## config.mk

```make
export PLATFORM = sky130hd
export DESIGN_NAME = pc_sequencer
export DESIGN_NICKNAME = d
export VERILOG_FILES = /design/src/rtl/pc_sequencer.sv
export SDC_FILE = /design/constraint.sdc
export NUM_CORES = 1
export LEC_CHECK = 0
export BUFFER_PORTS_ARGS = -buffer_cell sky130_fd_sc_hd__buf_4
export CORE_UTILIZATION = 44
export DETAILED_ROUTE_END_ITERATION = 7
export PLACE_DENSITY = 0.75
export SETUP_SLACK_MARGIN = 0.15
export SYNTH_ARGS = -nofsm -noshare
export SYNTH_HDL_FRONTEND = slang
export SYNTH_SLANG_ARGS = --single-unit
```

## constraint.sdc

```tcl
create_clock -name clk -period 1.5 [get_ports clk]
set_input_delay 0.15 -clock clk [delete_from_list [all_inputs] [get_ports clk]]
set_output_delay 0.15 -clock clk [all_outputs]
set_load 0.05 [all_outputs]
```

## src/rtl/pc_sequencer.sv

```systemverilog
`default_nettype none
// ============================================================================
// Module  : pc_sequencer
// Brief   : Fetch/execute program-counter sequencer with memory handshake,
//           jump load, wrap-around PC and a terminal HALT instruction.
// Revision: 1.0 - initial release
// ============================================================================
module pc_sequencer #(
  parameter int                ADDR_W       = 11,
  parameter logic [ADDR_W-1:0] RESET_VECTOR = '0
) (
  input  logic              clk,
  input  logic              reset,
  input  logic              run,
  input  logic              pre_load,
  input  logic [15:0]       mem_data,
  input  logic              mem_ack,
  output logic              mem_req,
  output logic [ADDR_W-1:0] PC,
  output logic [15:0]       IR,
  output logic              ir_valid,
  output logic              halted
);

  typedef enum logic [1:0] {
    S_IDLE  = 2'd0,
    S_FETCH = 2'd1,
    S_EXEC  = 2'd2,
    S_HALT  = 2'd3
  } state_t;

  localparam logic [4:0]        HALT_OPCODE = 5'b11111;
  localparam logic [ADDR_W-1:0] PC_STEP     = ADDR_W'(1);

  state_t            state_q, state_d;
  logic [ADDR_W-1:0] pc_q, pc_d;
  logic [15:0]       ir_q, ir_d;

  // Async reset clears the state flop, so mem_req drops without a clock edge.
  always_ff @(posedge clk or posedge reset) begin
    if (reset) begin
      state_q <= S_IDLE;
      pc_q    <= RESET_VECTOR;
      ir_q    <= 16'h0000;
    end else begin
      state_q <= state_d;
      pc_q    <= pc_d;
      ir_q    <= ir_d;
    end
  end

  always_comb begin
    state_d = state_q;
    pc_d    = pc_q;
    ir_d    = ir_q;
    case (state_q)
      S_IDLE: begin
        if (run) state_d = S_FETCH;
      end
      S_FETCH: begin
        if (mem_ack) begin
          ir_d    = mem_data;
          state_d = S_EXEC;
        end
      end
      S_EXEC: begin
        if (ir_q[15:11] == HALT_OPCODE) begin
          state_d = S_HALT;
        end else begin
          pc_d    = pre_load ? ir_q[ADDR_W-1:0] : pc_q + PC_STEP;
          state_d = run ? S_FETCH : S_IDLE;
        end
      end
      S_HALT: begin
        state_d = S_HALT;
      end
      default: begin
        state_d = S_IDLE;
      end
    endcase
  end

  assign mem_req  = (state_q == S_FETCH);
  assign ir_valid = (state_q == S_EXEC);
  assign halted   = (state_q == S_HALT);
  assign PC       = pc_q;
  assign IR       = ir_q;

endmodule
`default_nettype wire

```

==> results.yml, run 1 <==
clock_tree:
  insertion_delay_ns: 0.33
  root_buffer: "clkbuf_4"
  cts_htree_levels: 2
  tritoncts: "yes"
  cts_max_path_buffers: 2
  numCtsBuffers: 5
  clock-sinks: 29
  clk_pin_slew_ns: 0.10
yosys:
  synth_edf_count: 0
  ys_async_sr_fraction: 1.000
  synth-seq-area-share: 0.5216
  synth_fp_nets: 151
  synth_area_leaders: "dfrtp_1, mux2_2, o21ai_0"
  yosys_most_used_dff: "dfrtp_1"
  synth_adder_area_share: 0.008993
  ys_seq_elements: 29
  yosysTopAreaCell: "dfrtp_1"
  synth_cells: 129
  synth_mux_area_frac: 0.1367
  avgSynthCellArea_um2: 10.79
  synth_top_cell_area_share: 0.5216
  synthXorXnorAreaFrac: 0
  synth-compound-area-share: 0.1718
  synth_top_family_by_area: "compound AO/OA/AOI/OAI gates"
  synth_area_mm2: 0.001391
  synth.yosys.warnings: 0
  ys_types: 37
  synth_simple_gate_area_frac: 0.1340
global_route:
  grt_overflow: 0
  grt_antenna_before_repair: 0
  grt.total_usage: 0.2283
  grt_max_degree: 21
  grt_pass1_wl_um: 5761
  grt_pass1_vias: 1293
critical_path:
  slowest_stage: "or4_4"
  critPathMaxFanout: 2
  start_kind: "flop"
  path_cells: "ha_4, nand3_4, or4_4, a21oi_2, a2bb2oi_2"
  crit_arrival_ns: 1.73
  cp_data_required_time_ns: 1.77
  max_stage_delay_ns: 0.50
  end_kind: "flop"
  criticalPathCategory: "reg2reg"
placement:
  globalplace.congestion: 0.8146
  portBuffers: 50
  hpwl_um: 2596
  dp_cells: 229
run_status:
  status: "completed"
finish:
  fin_util: 0.6979
  final_cell_mix: "buf_4, mux2_2, dfrtp_1"
  stdcell_count: 240
  final_common_cell: "buf_4"
  fillers: 234
  antenna_cells: 0
  layout.nets: 217
  area_growth_pct: 51.89
  drive_gt1_frac: 0.5918
detailed_routing:
  drt.antenna.violating_nets: 0
  drt_iter0_drc: 30
  wl_per_cell_um: 14.25
  viasPerCell: 5.258
  dr_total_vias: 1262
  routed_wl_um: 3421
  first_pass_iters: 4
  drc: 0
timing:
  worst_pin_slew_ns: 0.3184
  finalHoldViolCount: 0
  setup_viol: 0
  max-slew-margin-rel: 0.7864
  slew_violations: 0
  post-route-min-period_ns: 1.461
  fin_crit_sh: 0.9740
  rsz0062_at_grt: "yes"
  timing.fmax_mhz: 684.5
  skew_ns: 0.009268
floorplanning:
  row_count: 20
  core_area_mm2: 0.003028
  fp.dieArea_mm2: 0.003391
  die_w_um: 58.23
  fp.dieH_um: 58.23
  initial_core_util: 0.4595
  pin_count: 51
power_and_ir_drop:
  power.switching_w: 0.0003207
  p_comb_frac: 0.061
  intPower_w: 0.001229
  power_density_mw_per_mm2: 733.1
  p_sw_frac: 0.2070
  seq_power_share: 0.506
  p_leak_nw: 0.9843
  irDropWorstVdd_uv: 510.8
  clkPwrFrac: 0.433
worst_hold_path:
  min_path_type: "in2reg"
flow_run:
  cap_violations: 0
routing by layer:
layer / up-vias / wire length [µm] / share of wire / track usage
met5: - / 0 / 0 / 0
met4: 0 / 49 / 0.014 / 0.08163
met3: 5 / 192 / 0.056 / 0.07589
met2: 43 / 1788 / 0.52 / 0.3875
met1: 617 / 1391 / 0.41 / 0.2692
li1: 597 / - / - / -
cells in the mapped netlist, drive strengths merged (3+ instances only):
master  count
dfrtp      29
mux2       16
o21ai      13
nand2      11
nor2        8
a21oi       7
nand3       6
a22oi       5
buf         4
inv         3
logic make-up after synthesis:
kind of cell	after synthesis
buffers and inverters	9
AND/OR/NAND/NOR	37
multiplexers	17
flip-flops	29
AO/OA/AOI/OAI	36
adder cells (fa/ha/maj)	1
power groups by stage:
stage | combinational [W] | clock, W | sequential, W
after floorplan | 0.0000352 | 0 | 0.000805
after global placement | 0.0000903 | 0 | 0.000800
after detailed placement | 0.0000939 | 0 | 0.000800
after CTS | 0.0000960 | 0.000687 | 0.000784
after global routing | 0.000105 | 0.000725 | 0.000785
final | 0.0000949 | 0.000670 | 0.000784
cell type report:
class                      instances  area (µm²)  share of cell area
inverter                           4       15.01            0.007105
timing repair buffer              64       510.5              0.2416
tap                               44       55.05             0.02605
sequential                        29       743.2              0.3517
multi-input combinational         91       704.4              0.3333
clock inverter                     1       30.03             0.01421
clock buffer                       7       55.05             0.02605
repair_timing:
item                       CTS  global route
setup buffers                1             1
setup endpoints to repair    7            20
hold endpoints to repair    29             0
pin swaps                    4             2
hold buffers                 1             0
gates resized for setup      4             5
through the flow:
step | setup TNS [ns] | instance area, µm² | hold WS (ns) | setup slack, ns | total power [W]
5_1_grt | -0.01001 | 2113 | 0.02053 | -0.01001 | 0.001615
6_report | 0 | 2113 | 0.02185 | 0.03903 | 0.001549
2_1_floorplan | -0.1991 | 1465 | 0.2271 | -0.1991 | 0.0008397
3_3_place_gp | 0 | 1952 | 0.1607 | 0.05117 | 0.0008902
3_5_place_dp | 0 | 1952 | 0.1687 | 0.004171 | 0.0008938
4_1_cts | 0 | 2069 | 0.01070 | 0.03019 | 0.001568
registers in the layout, indices dropped and copies added, names as in the netlist:
| name | count |
|---|---|
| IR | 16 |
| PC | 11 |
| state_q | 2 |
critical path, delay by kind of cell, from the launching register on:
| kind | cells | cell delay, ns |
|---|---|---|
| DFF | 1 | 0.40 |
| and+or+nand+nor | 2 | 0.57 |
| adders and majority gates | 1 | 0.16 |
| AOI/OAI and AO/OA | 2 | 0.27 |
worst paths after layout:
| kind | depth (start not counted) | from | slack, ns | endpoint |
|---|---|---|---|---|
| max | 5 | PC[0] | 0.04 | PC[10] |
| min | 3 | mem_ack | 0.02 | state_q[1] |
| max reg2reg | 5 | PC[0] | 0.04 | PC[10] |
| min reg2reg | 1 | IR[15] | 0.55 | IR[15] |
| max in group asynchronous | 4 | reset | 0.86 | PC[8] |
| min in group asynchronous | 4 | reset | 0.36 | PC[3] |
Power figures use the tool's default switching activity.
==> inputs of run 2 (changes only) <==
CORE_UTILIZATION = 46   (was 44)
CTS_BUF_LIST = sky130_fd_sc_hd__clkbuf_4 sky130_fd_sc_hd__clkbuf_8   (was default)
PLACE_DENSITY = 0.78   (was 0.75)
==> results.yml, run 2 (synthesis gave the netlist of run 1 again) <==
run_status:
  status: "finished, violations left"
  violations: "DRC"
floorplanning:
  pin_count: 51
  fp.dieH_um: 57.00
  fp.dieArea_mm2: 0.003248
  die_w_um: 57.00
  initial_core_util: 0.4960
  row_count: 19
  core_area_mm2: 0.002805
critical_path:
  start_kind: "flop"
  reg2reg_from: "PC[0]"
  max_stage_delay_ns: 0.52
  cp-startpoint: "PC[0]"
  criticalPathCategory: "reg2reg"
  slowest_stage: "or4_4"
  end_kind: "flop"
  critPathMaxFanout: 2
  cp_data_required_time_ns: 1.73
  crit_arrival_ns: 1.72
  path_cells: "ha_4, nand3_4, or4_4, o22ai_2, a2bb2oi_2"
detailed_routing:
  drc: 8
  dr_total_vias: 1353
  routed_wl_um: 3825
  viasPerCell: 5.709
  drt_iter0_drc: 43
  first_pass_iters: 6
  drt.antenna.violating_nets: 0
  wl_per_cell_um: 16.14
global_route:
  grt_max_degree: 30
  grt_antenna_before_repair: 0
  grt_pass1_wl_um: 5837
  grt_pass1_vias: 1328
  grt.total_usage: 0.2422
  grt_overflow: 0
power_and_ir_drop:
  intPower_w: 0.001097
  power.switching_w: 0.0003260
  clkPwrFrac: 0.383
  p_comb_frac: 0.066
  p_leak_nw: 1.038
  power_density_mw_per_mm2: 651.9
  p_sw_frac: 0.2292
  seq_power_share: 0.552
  irDropWorstVdd_uv: 594.8
timing:
  worst_pin_slew_ns: 0.3634
  max-slew-margin-rel: 0.7562
  rsz0062_at_grt: "yes"
  setup_viol: 0
  skew_ns: 0.005237
  fin_ws_ns: 0.007226
  post-route-min-period_ns: 1.493
  fin_crit_sh: 0.9952
  timing.fmax_mhz: 669.9
  slew_violations: 0
  finalHoldViolCount: 0
  fin_tns_setup_ns: 0
finish:
  final_common_cell: "buf_4"
  fin_util: 0.7779
  layout.nets: 227
  final_cell_mix: "buf_4, dfrtp_2, mux2_2"
  area_growth_pct: 56.83
  stdcell_count: 237
  antenna_cells: 0
  drive_gt1_frac: 0.6311
  largest_reg_flops: 16
placement:
  dp_cells: 213
  hpwl_um: 2351
  globalplace.congestion: 0.7796
  portBuffers: 50
  dp_worst_setup_slack_ns: -0.006096
clock_tree:
  insertion_delay_ns: 0.33
  numCtsBuffers: 5
  tritoncts: "yes"
  root_buffer: "clkbuf_4"
  cts_htree_levels: 2
  cts_max_path_buffers: 2
  clock-sinks: 29
  clk_pin_slew_ns: 0.09
worst_hold_path:
  hold_start: "mem_data[7]"
  min_path_type: "in2reg"
flow_run:
  cap_violations: 0
## run 2: cell count changes in the layout (fill, tap and decap cells not counted), moves of 2 or more
cell | before | now
clkbuf_4 | 5 | 7
dfrtp_2 | 14 | 16
buf_4 | 59 | 67
dfrtp_1 | 15 | 13
## run 2: final timing paths
check	to	slack (ns)	depth (start not counted)
max	PC[10]	0.007	5
min	IR[7]	0.04	2
max in group asynchronous	PC[4]	0.77	4
max reg2reg	PC[10]	0.007	5
min reg2reg	IR[8]	0.54	1
min in group asynchronous	PC[10]	0.44	4
## run 2: power groups by stage
stage | combinational [W] | sequential, W | clock, W
3_3_place_gp | 0.0000874 | 0.000800 | 0
5_1_grt | 0.000103 | 0.000785 | 0.000584
3_5_place_dp | 0.0000903 | 0.000800 | 0
2_1_floorplan | 0.0000352 | 0.000805 | 0
6_report | 0.0000936 | 0.000785 | 0.000544
4_1_cts | 0.0000929 | 0.000784 | 0.000547
## run 2: area by class of cell
class	count	area (µm²)
clock buffers	8	66.31
repair buffers	74	596.8
fillers	186	623.1
flip-flops and latches	29	745.7
well taps	31	38.79
inverters	4	15.01
multi-input cells	91	719.4
## run 2: repair_timing
item,4_1_cts,5_1_grt
hold buffers,1,0
endpoints found under the hold margin,29,0
setup endpoints to repair,12,30
pin swaps,3,1
resized for setup,5,15
setup buffers,5,10
## run 2: critical path, delay by kind of cell, from the launching register on
family	cells	cell delay, ns
simple gates	2	0.60
compound gates	2	0.24
fa+ha+maj	1	0.15
flops	1	0.40
## run 2: through the flow
step / cell area (µm²) / hold WS [ns] / total power [W]
3_5_place_dp: 1913 / 0.2511 / 0.0008903
3_3_place_gp: 1913 / 0.2438 / 0.0008874
5_1_grt: 2182 / 0.02675 / 0.001472
4_1_cts: 2048 / 0.02952 / 0.001425
2_1_floorplan: 1465 / 0.2271 / 0.0008397
6_report: 2182 / 0.04310 / 0.001423
## run 2: routing by layer
metal / GRT usage / part of all wire
met5: 0 / 0
met4: 0.1498 / 0.021
met3: 0.05669 / 0.054
met2: 0.4286 / 0.55
met1: 0.2611 / 0.37
